## config.mk

```make
export PLATFORM = sky130hd
export DESIGN_NAME = multi_timer
export DESIGN_NICKNAME = d
export VERILOG_FILES = /design/src/rtl/multi_timer.sv
export SDC_FILE = /design/constraint.sdc
export NUM_CORES = 1
export LEC_CHECK = 0
export CAP_MARGIN = 25
export CORE_ASPECT_RATIO = 0.9
export CORE_MARGIN = 1
export CORE_UTILIZATION = 55
export DETAILED_ROUTE_END_ITERATION = 10
export PLACE_DENSITY = 0.82
export SYNTH_ARGS = -nofsm -noshare
export SYNTH_HDL_FRONTEND = slang
export SYNTH_SLANG_ARGS = --single-unit
```

## constraint.sdc

```tcl
create_clock -name clk_24mhz -period 4.15 [get_ports clk_24mhz]
set_input_delay 0.415 -clock clk_24mhz [delete_from_list [all_inputs] [get_ports clk_24mhz]]
set_output_delay 0.415 -clock clk_24mhz [all_outputs]
set_load 0.01 [all_outputs]
```

## src/rtl/multi_timer.sv

```systemverilog
// -----------------------------------------------------------------------------
// multi_timer
//  Multi-channel interrupt timer for the Z80 side. One shared prescaler drives a
//  free-running base counter; each channel taps a base-counter bit selected by
//  its rate field, divides those events by (reload+1) and raises a pending flag
//  (with sticky overrun) when it fires. The interrupt controller sees the
//  lowest-numbered pending channel on int_req/int_vec.
//
// Ports
//  clk_24mhz    in   1                  clock, rising edge
//  rst_n        in   1                  asynchronous active-low reset
//  cfg_we       in   1                  channel config write strobe
//  cfg_ch       in   CH_W               channel index for cfg_we
//  cfg_data     in   2+RATE_W+RELOAD_W  {en, oneshot, rate, reload}
//  ack_stb      in   1                  acknowledge strobe
//  ack_ch       in   CH_W               channel index for ack_stb
//  int_stb      out  1                  one-cycle pulse after any channel fires
//  int_pending  out  NCH                per-channel pending flags
//  int_ovf      out  NCH                per-channel sticky overrun flags
//  int_req      out  1                  any channel pending (combinational)
//  int_vec      out  CH_W               lowest pending channel, 0 if none
// -----------------------------------------------------------------------------
module multi_timer #(
   parameter int unsigned NCH      = 4,
   parameter int unsigned PRESC    = 5,
   parameter int unsigned CTR_W    = 17,
   parameter int unsigned BASE_TAP = 6,
   parameter int unsigned RATE_W   = 4,
   parameter int unsigned RELOAD_W = 8
) (
   input  logic                                    clk_24mhz,
   input  logic                                    rst_n,
   input  logic                                    cfg_we,
   input  logic [$clog2((NCH > 1) ? NCH : 2)-1:0]  cfg_ch,
   input  logic [2+RATE_W+RELOAD_W-1:0]            cfg_data,
   input  logic                                    ack_stb,
   input  logic [$clog2((NCH > 1) ? NCH : 2)-1:0]  ack_ch,
   output logic                                    int_stb,
   output logic [NCH-1:0]                          int_pending,
   output logic [NCH-1:0]                          int_ovf,
   output logic                                    int_req,
   output logic [$clog2((NCH > 1) ? NCH : 2)-1:0]  int_vec
);

   // A single-channel build still gets a 1-bit index so no port collapses to zero width.
   localparam int unsigned CH_W    = $clog2((NCH > 1) ? NCH : 2);
   localparam int unsigned PRESC_W = $clog2((PRESC > 1) ? PRESC : 2);

   typedef struct packed {
      logic                en;
      logic                oneshot;
      logic [RATE_W-1:0]   rate;
      logic [RELOAD_W-1:0] reload;
   } ch_cfg_t;

   ch_cfg_t cfg_c;
   assign cfg_c = ch_cfg_t'(cfg_data);

   // Shared time base
   logic [PRESC_W-1:0] presc_q, presc_d;
   logic [CTR_W-1:0]   base_q,  base_d;
   logic               tick_c;

   // Per-channel state
   logic [NCH-1:0]      en_q,   en_d;
   logic [NCH-1:0]      os_q,   os_d;
   logic [RATE_W-1:0]   rate_q   [NCH];
   logic [RATE_W-1:0]   rate_d   [NCH];
   logic [RELOAD_W-1:0] reload_q [NCH];
   logic [RELOAD_W-1:0] reload_d [NCH];
   logic [RELOAD_W-1:0] cnt_q    [NCH];
   logic [RELOAD_W-1:0] cnt_d    [NCH];
   logic [NCH-1:0]      pend_q, pend_d;
   logic [NCH-1:0]      ovf_q,  ovf_d;
   logic                stb_q,  stb_d;

   logic [NCH-1:0]      ev_c;
   logic [NCH-1:0]      fire_c;
   logic [NCH-1:0]      cfg_hit_c;
   logic [NCH-1:0]      ack_hit_c;

   // True when base[k:0] is all ones, k = min(BASE_TAP+rate, CTR_W-1): bit k falls on the next tick.
   function automatic logic tap_event(input logic [CTR_W-1:0]  base,
                                      input logic [RATE_W-1:0] rate);
      int unsigned      k;
      logic [CTR_W-1:0] m;
      k = BASE_TAP + 32'(rate);
      if (k > CTR_W - 1) k = CTR_W - 1;
      m = '0;
      for (int unsigned b = 0; b < CTR_W; b++) m[b] = (b <= k);
      return (base & m) == m;
   endfunction

   // Prescaler and free-running base counter
   assign tick_c  = (presc_q == PRESC_W'(PRESC - 1));
   assign presc_d = tick_c ? '0 : presc_q + PRESC_W'(1);
   assign base_d  = tick_c ? base_q + CTR_W'(1) : base_q;

   // Strobe decode; out-of-range indices match no channel
   always_comb begin
      cfg_hit_c = '0;
      ack_hit_c = '0;
      for (int unsigned i = 0; i < NCH; i++) begin
         cfg_hit_c[i] = cfg_we  && (cfg_ch == CH_W'(i));
         ack_hit_c[i] = ack_stb && (ack_ch == CH_W'(i));
      end
   end

   // Channel base events
   always_comb begin
      ev_c = '0;
      for (int unsigned i = 0; i < NCH; i++) begin
         ev_c[i] = tick_c && tap_event(base_q, rate_q[i]);
      end
   end

   // Channel next state: config write beats fire, fire beats ack
   always_comb begin
      en_d     = en_q;
      os_d     = os_q;
      rate_d   = rate_q;
      reload_d = reload_q;
      cnt_d    = cnt_q;
      pend_d   = pend_q;
      ovf_d    = ovf_q;
      fire_c   = '0;
      for (int unsigned i = 0; i < NCH; i++) begin
         if (cfg_hit_c[i]) begin
            en_d[i]     = cfg_c.en;
            os_d[i]     = cfg_c.oneshot;
            rate_d[i]   = cfg_c.rate;
            reload_d[i] = cfg_c.reload;
            cnt_d[i]    = cfg_c.reload;
            pend_d[i]   = 1'b0;
            ovf_d[i]    = 1'b0;
         end else begin
            if (en_q[i] && ev_c[i]) begin
               if (cnt_q[i] == '0) begin
                  fire_c[i] = 1'b1;
                  cnt_d[i]  = reload_q[i];
                  pend_d[i] = 1'b1;
                  // An ack landing with the fire consumes the old request, so no overrun.
                  if (pend_q[i] && !ack_hit_c[i]) ovf_d[i] = 1'b1;
                  if (os_q[i]) en_d[i] = 1'b0;
               end else begin
                  cnt_d[i] = cnt_q[i] - RELOAD_W'(1);
               end
            end
            if (ack_hit_c[i] && pend_q[i] && !fire_c[i]) begin
               pend_d[i] = 1'b0;
               ovf_d[i]  = 1'b0;
            end
         end
      end
   end

   assign stb_d = |fire_c;

   // State registers
   always_ff @(posedge clk_24mhz or negedge rst_n) begin
      if (!rst_n) begin
         presc_q <= '0;
         base_q  <= '0;
         en_q    <= '0;
         os_q    <= '0;
         pend_q  <= '0;
         ovf_q   <= '0;
         stb_q   <= 1'b0;
         for (int unsigned i = 0; i < NCH; i++) begin
            rate_q[i]   <= '0;
            reload_q[i] <= '0;
            cnt_q[i]    <= '0;
         end
      end else begin
         presc_q  <= presc_d;
         base_q   <= base_d;
         en_q     <= en_d;
         os_q     <= os_d;
         pend_q   <= pend_d;
         ovf_q    <= ovf_d;
         stb_q    <= stb_d;
         rate_q   <= rate_d;
         reload_q <= reload_d;
         cnt_q    <= cnt_d;
      end
   end

   // Lowest-index pending channel wins
   always_comb begin
      int_vec = '0;
      for (int i = int'(NCH) - 1; i >= 0; i--) begin
         if (pend_q[i]) int_vec = CH_W'(i);
      end
   end

   assign int_stb     = stb_q;
   assign int_pending = pend_q;
   assign int_ovf     = ovf_q;
   assign int_req     = |pend_q;

endmodule
```

==> results by group <==
Routing
  • Routed vias/inst: 6.39
  • Initial DRT Pass Iterations: 8
  • Routed wire per std cell: 18.9 um
  • WL final: 20,400 um
  • DR iter-0 viols: between 800 and 900
  • Via count: 6,885
  • Post-route ant nets: 0
  • DRC violations left: 0

Clock tree
  • Clk sinks: about 120
  • Clock-pin slew on the worst setup and hold paths: 0.06 ns
  • H-tree levels: 4
  • Clk_lat worst skew: 0.42 ns
  • Post-CTS setup buffer count: 0
  • Num CTS Buffers: 17
  • CTS tree: done
  • Max clock buf depth: 2
  • Root buf cell: clkbuf_16

GRT
  • Global-route wire length before repair: 33,000 um
  • Vias in the first global route: approximately 6.2k
  • Remaining Overflow, GRT: 0
  • Total global-route track usage: 0.312
  • Pin count of the biggest net entering global routing: between 40 and 50
  • Initial antenna violation count: 0

Critical path
  • WP data required: 4.46 ns
  • Critical R2R Launch: rate_q[13]
  • R2R cell count: 9
  • Setup CP Type: register to register
  • R2r setup slk: 0.69 ns
  • FF-to-FF End: cnt_q[26]
  • WP data arrival: 3.77 ns
  • CP max FO: 14
  • Critical path endpoint category: register
  • Startpoint types: register

Power
  • Leakage: 3.53 nW
  • Power per cell area: 446 nW/um^2
  • Pwr Total: 3.72 mW
  • VDD IR max: 0.339 mV

Die
  • Die Height: 111 um
  • Area of the core: ~13,000 sq um
  • Initial Util: 0.571
  • Row cnt: 39
  • Die width: 124 um
  • DIE AREA: 13,800 sq um
  • I/O pin count: 34

Synth
  • Ys Warns: 0
  • Post-synthesis cell type count: 88
  • Syn_area_per_cell: 8.27 sq um
  • Post-Syn Nets: between 900 and 1k
  • Yosys reg bits: about 120
  • Simple-gate share of the synthesized area: 0.266
  • Post-Synth XOR/XNOR Area: 0.0227
  • Largest family of logic cells by synthesized area: simple AND/OR/NAND/NOR gates
  • Top_reg_cell synth: dfrtp_1
  • Post-Synthesis Cells: around 890
  • Number of synthesized flops with an enable pin: 0
  • Register area share after synthesis: 0.400
  • Leading area contributor after synthesis: dfrtp_1
  • Largest cells by area after synthesis: dfrtp_1 (40%), nand2_1 (10%), o21ai_0 (3.8%), nor2_1 (2.9%), a21oi_1 (2.4%)
  • Compound-Gate Fraction of Synth Area: 0.224
  • Post-synthesis mux area share: 0.0169
  • Async SR Flop Fraction: 1.00
  • Adder-cell area share of the yosys netlist: 0.0202
  • Mapped cell area: approximately 7300 sq um
  • Share of the synthesized area in the top cell type: 0.400

Timing
  • Final hold vios: 0
  • Worst slew margin: 0.433
  • Fin crit period: 3.46 ns
  • Clock Skew: 0.00724 ns
  • RSZ-0062 raised after global routing: no
  • Fmax: 0.289 GHz
  • Slew @ Worst Pin: between 0.8 and 0.9 ns
  • Crit share post-route: 0.835
  • Setup TNS: 0 ns
  • # setup viols final: 0
  • Max-slew violations: 0

Final layout
  • Multi-input combinational cell area: around 4000 sq um
  • Synth-to-Final Area Change: 13.9%
  • Final nets: 934
  • Fillers: 1,055
  • Fraction of layout cells with a size suffix above 1: 0.0842
  • Util after Layout: 0.650
  • Register area: just under 3000 sq um
  • Fin area: 8340 sq um
  • # diodes: 0

Min path
  • Worst Hold End: reload_q[18]
  • Hold path depth: 2
  • Worst hold-check path type: register to register
  • Hold path start: reload_q[18]

Placed design
  • Final HPWL DP: between 10,000 and 15,000 um
  • DP Area: between 7000 and 8000 sq um
  • IO Port Bufs: 33
  • Routability cong.: 0.938

Outcome
  • Status: finished clean

Run
  • Max-Cap Viols: 0
==> Yosys cell counts (all sizes together), types with 6 or more instances <==
library cell,count
o22ai,7
nor4b,8
buf,19
a31oi,17
or4,7
nor2,57
o311ai,7
nand3,19
nor3,17
a21o,9
nor3b,7
o21ai,62
o2111ai,13
and2,6
xnor2,15
clkbuf,33
nand4,7
nand2b,16
dfrtp,117
o211ai,7
o31ai,6
nor4,12
nor2b,11
nand2,204
ha,11
or3,7
mux2i,9
a211oi,9
a21oi,35
a2111oi,7
inv,39
==> cells in the final DEF, fill, tap and decap left out, types with 11 or more instances in the layout <==
cell type          n
o21ai_0           56
nor2b_1           11
buf_4             15
a21oi_1           35
nand3_1           19
nor4_1            11
xnor2_1           15
o2111ai_1         12
nor3_1            16
clkdlybuf4s50_1   32
a31oi_1           17
nor2_1            57
nand2_1          204
inv_1             39
ha_1              11
nand2b_1          16
dfrtp_1          117
clkbuf_16         17
==> routing by layer <==
layer	global-route usage	part of all wire
met1	0.450	0.44
met4	0.0996	0.026
met5	0	0
met2	0.459	0.44
met3	0.0753	0.087
==> report_power, final <==
| group | total, mW | switching, mW | internal [mW] |
|---|---|---|---|
| logic | 0.792 | 0.469 | 0.323 |
| clock network | 1.48 | 0.555 | 0.928 |
| registers | 1.44 | 0.167 | 1.28 |
| total | 3.72 | 1.19 | 2.53 |
==> state kept, by name, summed over array words and instances (netlist names) <==
signal / flops
base_q: 17
os_q: 4
rate_q: 16
int_pending: 4
reload_q: 32
int_ovf: 4
int_stb: 1
cnt_q: 32
presc_q: 3
en_q: 4
==> how the worst max path moves through the flow <==
| stage | startpoint | depth (start not counted) | slack (ns) | end |
|---|---|---|---|---|
| 6_report | rate_q[13] | 9 | 0.69 | cnt_q[26] |
| 2_1_floorplan | rate_q[13] | 11 | 1.19 | cnt_q[26] |
| 4_1_cts | rate_q[13] | 9 | 0.70 | cnt_q[26] |
| 3_3_place_gp | rate_q[13] | 9 | 0.73 | cnt_q[26] |
| 3_5_place_dp | rate_q[13] | 9 | 0.72 | cnt_q[26] |
| 5_1_grt | rate_q[13] | 9 | 0.46 | cnt_q[26] |
==> layout make-up <==
class | instances | area share
multi-input cells | 678 | 0.483
flip-flops and latches | 117 | 0.351
clock buffers | 20 | 0.0559
repair buffers | 48 | 0.0531
well taps | 164 | 0.0246
inverters | 39 | 0.0175
clock inverters | 12 | 0.0153
==> worst max-delay path, cell delays in order, from the launching register on <==
cell and delay [ns]:
dfrtp_1 0.60, inv_1 0.12, ha_1 0.41, nor4b_4 0.44, a211oi_1 0.13, a2111oi_4 0.35
nand3b_1 0.14, or4_1 0.66, o21a_1 0.22, o31a_1 0.27
==> kinds of logic after synthesis <==
| family | Yosys count |
|---|---|
| AND/OR/NAND/NOR | 401 |
| AO/OA/AOI/OAI | 234 |
| flip-flops | 117 |
| buffers and inverters | 91 |
| XOR/XNOR | 19 |
| multiplexers | 12 |
| adder cells (fa/ha/maj) | 12 |
==> metrics by stage <==
stage	hold WS, ns	worst slack [ns]	std cells
finish	0.475	0.686	1078
global route	0.503	0.465	1078
CTS	0.467	0.696	1078
detailed placement	0.430	0.722	1045
global placement	0.434	0.735	1045
floorplan	0.119	1.19	886
==> timing repair <==
| item | CTS | global route |
|---|---|---|
| resized for setup | 0 | 0 |
| hold endpoints to repair | 40 | 0 |
| hold buffers | 1 | 0 |
No activity file was read; power rests on OpenSTA's default activity.
